File: src/rtl/alu_issue_ctrl.sv
// Execute-stage issue controller: accepts one decoded instruction per
// transaction, translates ALUOp/funct into the 4-bit ALU opcode, drives the
// neighbouring combinational ALU from registered operands, captures its
// result one cycle later and presents it downstream with the branch outcome.
module alu_issue_ctrl #(
   parameter int         WIDTH      = 32,
   parameter logic [3:0] OP_ILLEGAL = 4'b1111
) (
   input  logic             clk,
   input  logic             rst,
   // decode side
   input  logic             in_valid,
   output logic             in_ready,
   input  logic [1:0]       alu_op,
   input  logic [2:0]       funct3,
   input  logic             funct7_5,
   input  logic             is_rtype,
   input  logic [WIDTH-1:0] rs1_val,
   input  logic [WIDTH-1:0] rs2_val,
   // ALU side
   output logic [WIDTH-1:0] alu_inp1,
   output logic [WIDTH-1:0] alu_inp2,
   output logic [3:0]       alu_op_choice,
   input  logic [WIDTH-1:0] alu_result,
   input  logic             alu_zero,
   // memory/writeback side
   output logic             out_valid,
   input  logic             out_ready,
   output logic [WIDTH-1:0] out_result,
   output logic             out_zero,
   output logic             out_br_taken,
   output logic             out_illegal
);

   localparam logic [3:0] OP_AND = 4'b0000;
   localparam logic [3:0] OP_OR  = 4'b0001;
   localparam logic [3:0] OP_ADD = 4'b0010;
   localparam logic [3:0] OP_SUB = 4'b0110;

   typedef enum logic [1:0] {
      IDLE = 2'b00,
      EXEC = 2'b01,
      RESP = 2'b10
   } state_t;

   state_t state, state_next;

   logic       accept;
   logic [3:0] dec_op;
   logic       dec_illegal;
   logic       dec_branch;
   logic       illegal_q;
   logic       branch_q;
   logic       bne_q;

   // Ready is withheld while reset is asserted so nothing transfers into a
   // block that is being cleared; in RESP a new op may enter only as the
   // current result leaves.
   always_comb begin
      in_ready = 1'b0;
      if (!rst) begin
         case (state)
            IDLE:    in_ready = 1'b1;
            RESP:    in_ready = out_ready;
            default: in_ready = 1'b0;
         endcase
      end
   end

   assign accept    = in_valid & in_ready;
   assign out_valid = (state == RESP);

   // Decode ALUOp/funct3 into the ALU opcode, illegal flag and branch flag.
   // NOTE: every output gets a default before the case so no path leaves a
   // variable unassigned, which would otherwise infer a latch.
   always_comb begin
      dec_op      = OP_ADD;
      dec_illegal = 1'b0;
      dec_branch  = 1'b0;
      case (alu_op)
         2'b00: dec_op = OP_ADD;
         2'b01: begin
            // Branch compare is a subtract; only BEQ/BNE are supported.
            dec_op      = OP_SUB;
            dec_branch  = 1'b1;
            dec_illegal = (funct3 != 3'b000) && (funct3 != 3'b001);
         end
         2'b10: begin
            case (funct3)
               3'b000:  dec_op = (is_rtype && funct7_5) ? OP_SUB : OP_ADD;
               3'b111:  dec_op = OP_AND;
               3'b110:  dec_op = OP_OR;
               default: begin
                  dec_op      = OP_ILLEGAL;
                  dec_illegal = 1'b1;
               end
            endcase
         end
         default: begin
            dec_op      = OP_ILLEGAL;
            dec_illegal = 1'b1;
         end
      endcase
   end

   // State register.
   // NOTE: sequential state uses non-blocking assignments so every flop
   // samples pre-edge values regardless of block ordering.
   always_ff @(posedge clk or posedge rst) begin
      if (rst) state <= IDLE;
      else     state <= state_next;
   end

   // Next-state logic for the IDLE -> EXEC -> RESP handshake loop.
   always_comb begin
      state_next = state;
      case (state)
         IDLE:    if (accept) state_next = EXEC;
         EXEC:    state_next = RESP;
         RESP: begin
            if (out_ready) state_next = accept ? EXEC : IDLE;
         end
         default: state_next = IDLE;
      endcase
   end

   // Register operands, opcode and decode side-info on the accept edge.
   always_ff @(posedge clk or posedge rst) begin
      if (rst) begin
         alu_inp1      <= '0;
         alu_inp2      <= '0;
         alu_op_choice <= 4'b0000;
         illegal_q     <= 1'b0;
         branch_q      <= 1'b0;
         bne_q         <= 1'b0;
      end else if (accept) begin
         alu_inp1      <= rs1_val;
         alu_inp2      <= rs2_val;
         alu_op_choice <= dec_op;
         illegal_q     <= dec_illegal;
         branch_q      <= dec_branch;
         bne_q         <= funct3[0];
      end
   end

   // Capture the settled ALU outputs at the end of EXEC; they are held
   // untouched through RESP so they stay stable under backpressure.
   always_ff @(posedge clk or posedge rst) begin
      if (rst) begin
         out_result   <= '0;
         out_zero     <= 1'b0;
         out_br_taken <= 1'b0;
         out_illegal  <= 1'b0;
      end else if (state == EXEC) begin
         // Illegal ops report a zero result whatever opcode reached the ALU.
         out_result   <= illegal_q ? '0 : alu_result;
         out_zero     <= illegal_q | alu_zero;
         out_br_taken <= branch_q & ~illegal_q & (bne_q ? ~alu_zero : alu_zero);
         out_illegal  <= illegal_q;
      end
   end

endmodule

File: config.mk
export PLATFORM = sky130hd
export DESIGN_NAME = alu_issue_ctrl
export DESIGN_NICKNAME = d
export VERILOG_FILES = /design/src/rtl/alu_issue_ctrl.sv
export SDC_FILE = /design/constraint.sdc
export NUM_CORES = 1
export LEC_CHECK = 0
export CAP_MARGIN = 15
export CORE_ASPECT_RATIO = 1.2
export CORE_MARGIN = 3
export CORE_UTILIZATION = 30
export CTS_BUF_LIST = sky130_fd_sc_hd__clkbuf_2
export CTS_CLUSTER_DIAMETER = 50
export DETAILED_ROUTE_END_ITERATION = 6
export HOLD_SLACK_MARGIN = 0.15
export PLACE_DENSITY_LB_ADDON = 0.25
export SYNTH_ARGS = -nofsm -noshare
export SYNTH_HDL_FRONTEND = slang
export SYNTH_SLANG_ARGS = --single-unit
File: constraint.sdc
create_clock -name clk -period 4.2 [get_ports clk]
set_input_delay 0.84 -clock clk [delete_from_list [all_inputs] [get_ports clk]]
set_output_delay 0.84 -clock clk [all_outputs]
set_load 0.01 [all_outputs]
---- After elaboration in Yosys (flattened, before gate mapping) ----
Index checks and enable logic that the tools add are counted.
W data, S select, Z words.
word-level totals
  output and inout bits ................... 105
  register bits ........................... 108
cells by class
  eq/ne operators ......................... 9
  bitwise operators ....................... 6
  muxes and demuxes ....................... 14
  reduce and logical (&&, ||, !) cells .... 8
operator list
  operator              number
  $mux W32              1
  $pmux W4 S3           2
  $eq A3 B3 Y1 const B  2
  $pmux W2 S3           1
  $mux W1               5
  $eq A2 B1 Y1 const B  2
  $eq A2 B2 Y1 const B  2
  $logic_not A2 Y1      2
  $mux W2               2
  $and A1 B1 Y1         3
  $logic_not A3 Y1      1
  $mux W3               1
  $ne A3 B1 Y1 const B  1
  $pmux W1 S3           1
  $reduce_bool A3 Y1    1
  $reduce_or A3 Y1      1
  $logic_and A1 B1 Y1   2
  $ne A2 B1 Y1 const B  1
  $ne A2 B2 Y1 const B  1
  $not A1 Y1            2
  $pmux W1 S2           1
  $reduce_and A2 Y1     1
  $or A1 B1 Y1          1

---- Depth between registers and ports, before layout ----
  depth in word-level cells ............... 7
  mapped depth ............................ 5

---- Worst setup path before layout ----
No wires, ideal clock.
  path type ............................... input port to output port
  from .................................... in out_ready
  to ...................................... out in_ready
  required time ........................... 3.360 ns
  data arrival time ....................... 1.151 ns
  cell stages on the path ................. 2
  setup slack ............................. 2.209 ns
  path through ............................ nand2b_4 -> and2_1
between the ends
  word-level cells in the longest chain between the ends .. 2
ends and longest elaborated chain
  element      line  text
  from (decl)  28    input logic out_ready,
  $pmux W1 S2  62    case (state)
  $mux W1      61    if (!rst) begin
  to (decl)    13    output logic in_ready,
Every way passes these cells.

---- Final worst setup path ----
  from .................................... in rst
  to ...................................... out in_ready
between the ends
  word-level cells in the longest chain between the ends .. 1
ends and longest elaborated chain
  element      line  text
  from (decl)  10    input logic rst,
  $mux W1      61
Every way passes these cells.

==> impl.org <==
** Placement
- Routability-driven placement finished with a final weighted congestion of 0.750.
- The HPWL after detailed placement is 8540 µm.
- Count of buffers inserted at the top-level ports :: 212

** Floorplan
- The initial utilization of the core area, before any placement, comes to 31.1%.
- Row generation in the floorplan step produced 48 rows.
- Floorplan die area :: 0.0166 mm²
- 213 I/O pins were placed.
- In this run the standard cell core region covers 0.0146 mm².
- Die span in y :: 141 µm
- In this run the horizontal extent of the chip is 118 µm.

** Yosys
- Distinct cell type count of the synthesized netlist :: 31
- Synthesis produced 328 cells.
- Syn Std Cell Area :: 0.00453 mm²
- The average instance in the mapped netlist occupies 13.8 µm².
- In this run, synthesis produced a sequential element count of 108.
- Number of warnings printed during yosys synthesis :: 0
- Sequential cell area fraction in the yosys report :: 59.6%
- Nets in the synthesized netlist :: 436

** Global route
- Total Routing Usage GR :: 14.1%
- Entering global routing, the biggest net connects 77 pins.
- Overflow after GRT :: 0
- The via count of the first global-routing pass is 3379.
- The number of antenna violations at the first check in global routing is 1.
- First-pass GRT wire length :: 18300 µm

** Setup path
- Along the worst path, the maximum fanout reaches 5.
- STA puts the critical path data required time at 3.36 ns.
- Worst endpoint data arrival time :: 2.16 ns
- The critical path is of the input port to primary output type.
- The worst setup path is captured at a primary output.
- Crit Reg-Reg Startpoint :: state[0]$_DFFE_PP0P_
- RR Endpoint :: alu_inp1[3]$_DFFE_PP0P_
- For the worst flop-to-flop path, the logic depth is 4.
- The worst setup path is launched from an input port.
- In this run the register-to-register setup slack is 2.39 ns.

** Clock tree
- TritonCTS clock tree :: yes
- In this run the deepest clock path goes through 2 buffers.
- In this run, post-CTS hold repair placed 0 buffers.
- Gates resized during post-CTS repair numbered 0.
- Clk slew on worst S/H paths :: 0.25 ns
- Clock latency reported for the late side of the worst-skew pair :: 0.62 ns
- TritonCTS created 9 clock buffers.
- Post-CTS setup buffer count :: 0
- The cell sitting at the root of the clock tree is a clkbuf_2.
- CTS Sinks :: 108
- The H-tree was split into 3 levels.

** Layout
- In the final design database the tool counted 645 nets.
- Layout area overhead :: 52.5%
- Share of final-layout standard cells stronger than drive strength 1 :: 17.0%

** Power and ir drop
- In this run the static leakage power is 2.99 nW.
- Power per Cell Area :: 448 mW/mm²
- The worst-case IR drop observed on VDD is 213 µV.
- Total Power :: 3.10 mW

** STA
- The hold violation total from the final report is 0.
- Final period util :: 71.4%
- For the finished layout, the period the worst path requires is 3.00 ns.
- The worst pin sits at a relative slew slack of 36.6%.
- Transition at the pin with the smallest max-transition slack :: 0.946 ns
- In the final timing run, aggregate negative setup slack is 0 ns.
- Clock skew on the completed layout was measured at 0.0294 ns.
- Minimum hold slack :: 0.514 ns
- Final setup fails :: 0
- Setup repair after global routing missed its margin :: false
- The number of slew-limit violations in the final report was 0.
- Timing would allow up to 333 MHz.

** Hold path
- The path with the worst hold slack has its endpoint at out_br_taken$_DFFE_PP0N_.
- Min-delay src :: out_br_taken$_DFFE_PP0N_
- Classification of the worst-slack hold path :: flop to flop
- Along the worst hold path, the cell count comes to 2.

** Route
- Across all layers, the routed design uses 3172 vias.
- After detailed routing, the number of remaining DRC violations is 0.
- Number of antenna-violating nets in the routed design :: 0
- 1st-iter DRT viols :: 115
- Number of iterations in the first detailed-routing pass :: 4
- In the routed layout, each cell is associated on average with a via count of 4.27.
- Final Routed Wirelength :: 11600 µm
- Average detailed-routed wire length per instance :: 15.6 µm

** Job
- Across the run, the number of max-cap violations was 0.

** Status
- The flow ran to the end, and the final reports show no timing, DRC or antenna violations.
## routing by layer
metal	vias up	track usage (%)	share of wire [%]
li1	1528	-	-
met1	1514	17.0	41
met2	114	23.7	50
met3	16	3.09	5.4
met4	0	7.04	2.6
met5	-	0	0
## placed cells by master, fill, tap and decap left out, types with 2 or more instances in the layout
cell             count
a21oi_1              3
a31oi_1              2
buf_12               2
buf_4                3
bufinv_16            2
clkbuf_2             9
clkdlybuf4s50_1    212
clkinv_1             2
clkinvlp_4           3
dfrtp_1            108
inv_1                3
mux2_2               2
mux2_4              65
nand2_1             68
nand3_1              2
o21ai_0             26
o21ai_1             10
o22ai_1              3
## stage by stage
step	area [µm²]	worst slack [ns]	util (%)	instances
2_1_floorplan	4530	0.514	-	328
3_3_place_gp	6760	1.20	46.3	725
3_5_place_dp	6760	1.21	46.3	725
4_1_cts	6890	1.19	47.2	741
5_1_grt	6910	1.15	47.4	743
6_report	6910	1.20	47.4	743
## worst max path at each step
stage / start / to / cells after the start
2_1_floorplan: rst / alu_inp1[0]$_DFFE_PP0P_ / 1
3_3_place_gp: rst / in_ready / 4
3_5_place_dp: rst / in_ready / 4
4_1_cts: rst / in_ready / 4
5_1_grt: rst / in_ready / 4
6_report: rst / in_ready / 4
## flip-flops by register name, summed over array words and instances, names as in the netlist
name           count
alu_inp2          32
illegal_q          1
alu_inp1          32
out_br_taken       1
out_zero           1
bne_q              1
state              2
branch_q           1
out_illegal        1
out_result        32
alu_op_choice      4
## power breakdown
group / internal [mW] / leakage [nW] / switching (mW)
Clock: 0.192 / 0.0716 / 0.342
Combinational: 0.728 / 1.61 / 0.424
Sequential: 1.28 / 1.31 / 0.131
## synthesized netlist by cell type
cell type / number / area [µm²]
a2111o_1: 1 / 11.3
o21ai_0: 26 / 130
mux2_4: 65 / 976
xor2_1: 1 / 8.76
nand2b_1: 1 / 6.26
clkinv_1: 1 / 3.75
nor2b_1: 1 / 6.26
inv_1: 4 / 15.0
buf_2: 1 / 5.00
buf_12: 7 / 140
o22ai_1: 3 / 18.8
nand4b_1: 1 / 8.76
nand2b_4: 1 / 13.8
and3_4: 1 / 11.3
nand4_1: 1 / 6.26
buf_8: 1 / 15.0
o2111ai_1: 1 / 8.76
dfrtp_1: 108 / 2700
clkbuf_1: 10 / 37.5
o21a_1: 1 / 7.51
o21ai_1: 10 / 50.1
mux2_2: 2 / 22.5
and2_1: 1 / 6.26
nor2_1: 1 / 3.75
or2b_1: 1 / 7.51
a21oi_1: 3 / 15.0
a31oi_1: 2 / 12.5
or3_1: 1 / 6.26
nand3_1: 2 / 10.0
nor2_4: 1 / 11.3
nand2_1: 68 / 255
## area by class of cell
type	count	area [µm²]
Clock inverter	7	91.3
Timing Repair Buffer	217	2180
Inverter	5	21.3
Clock buffer	9	45.0
Multi-Input combinational cell	196	1620
Fill cell	1343	7680
Antenna cell	1	2.50
Sequential cell	108	2700
Tap cell	200	250
## critical path: stages
cell	delay, ns
clkdlybuf4s50_1	0.50
nor2_4	0.16
and2_1	0.14
clkdlybuf4s50_1	0.53
## cells by family (layout without fill, tap and decap cells)
family                 after synthesis  count (layout)  synth area share, %
other                                0               1                    0
AO/OA/AOI/OAI                       47              47                 5.60
buffers and inverters               24             238                 4.77
multiplexers                        67              67                 22.0
flip-flops                         108             108                 59.6
XOR/XNOR                             1               1                0.193
AND/OR/NAND/NOR                     81              81                 7.78
No activity file was read; power rests on OpenSTA's default activity.
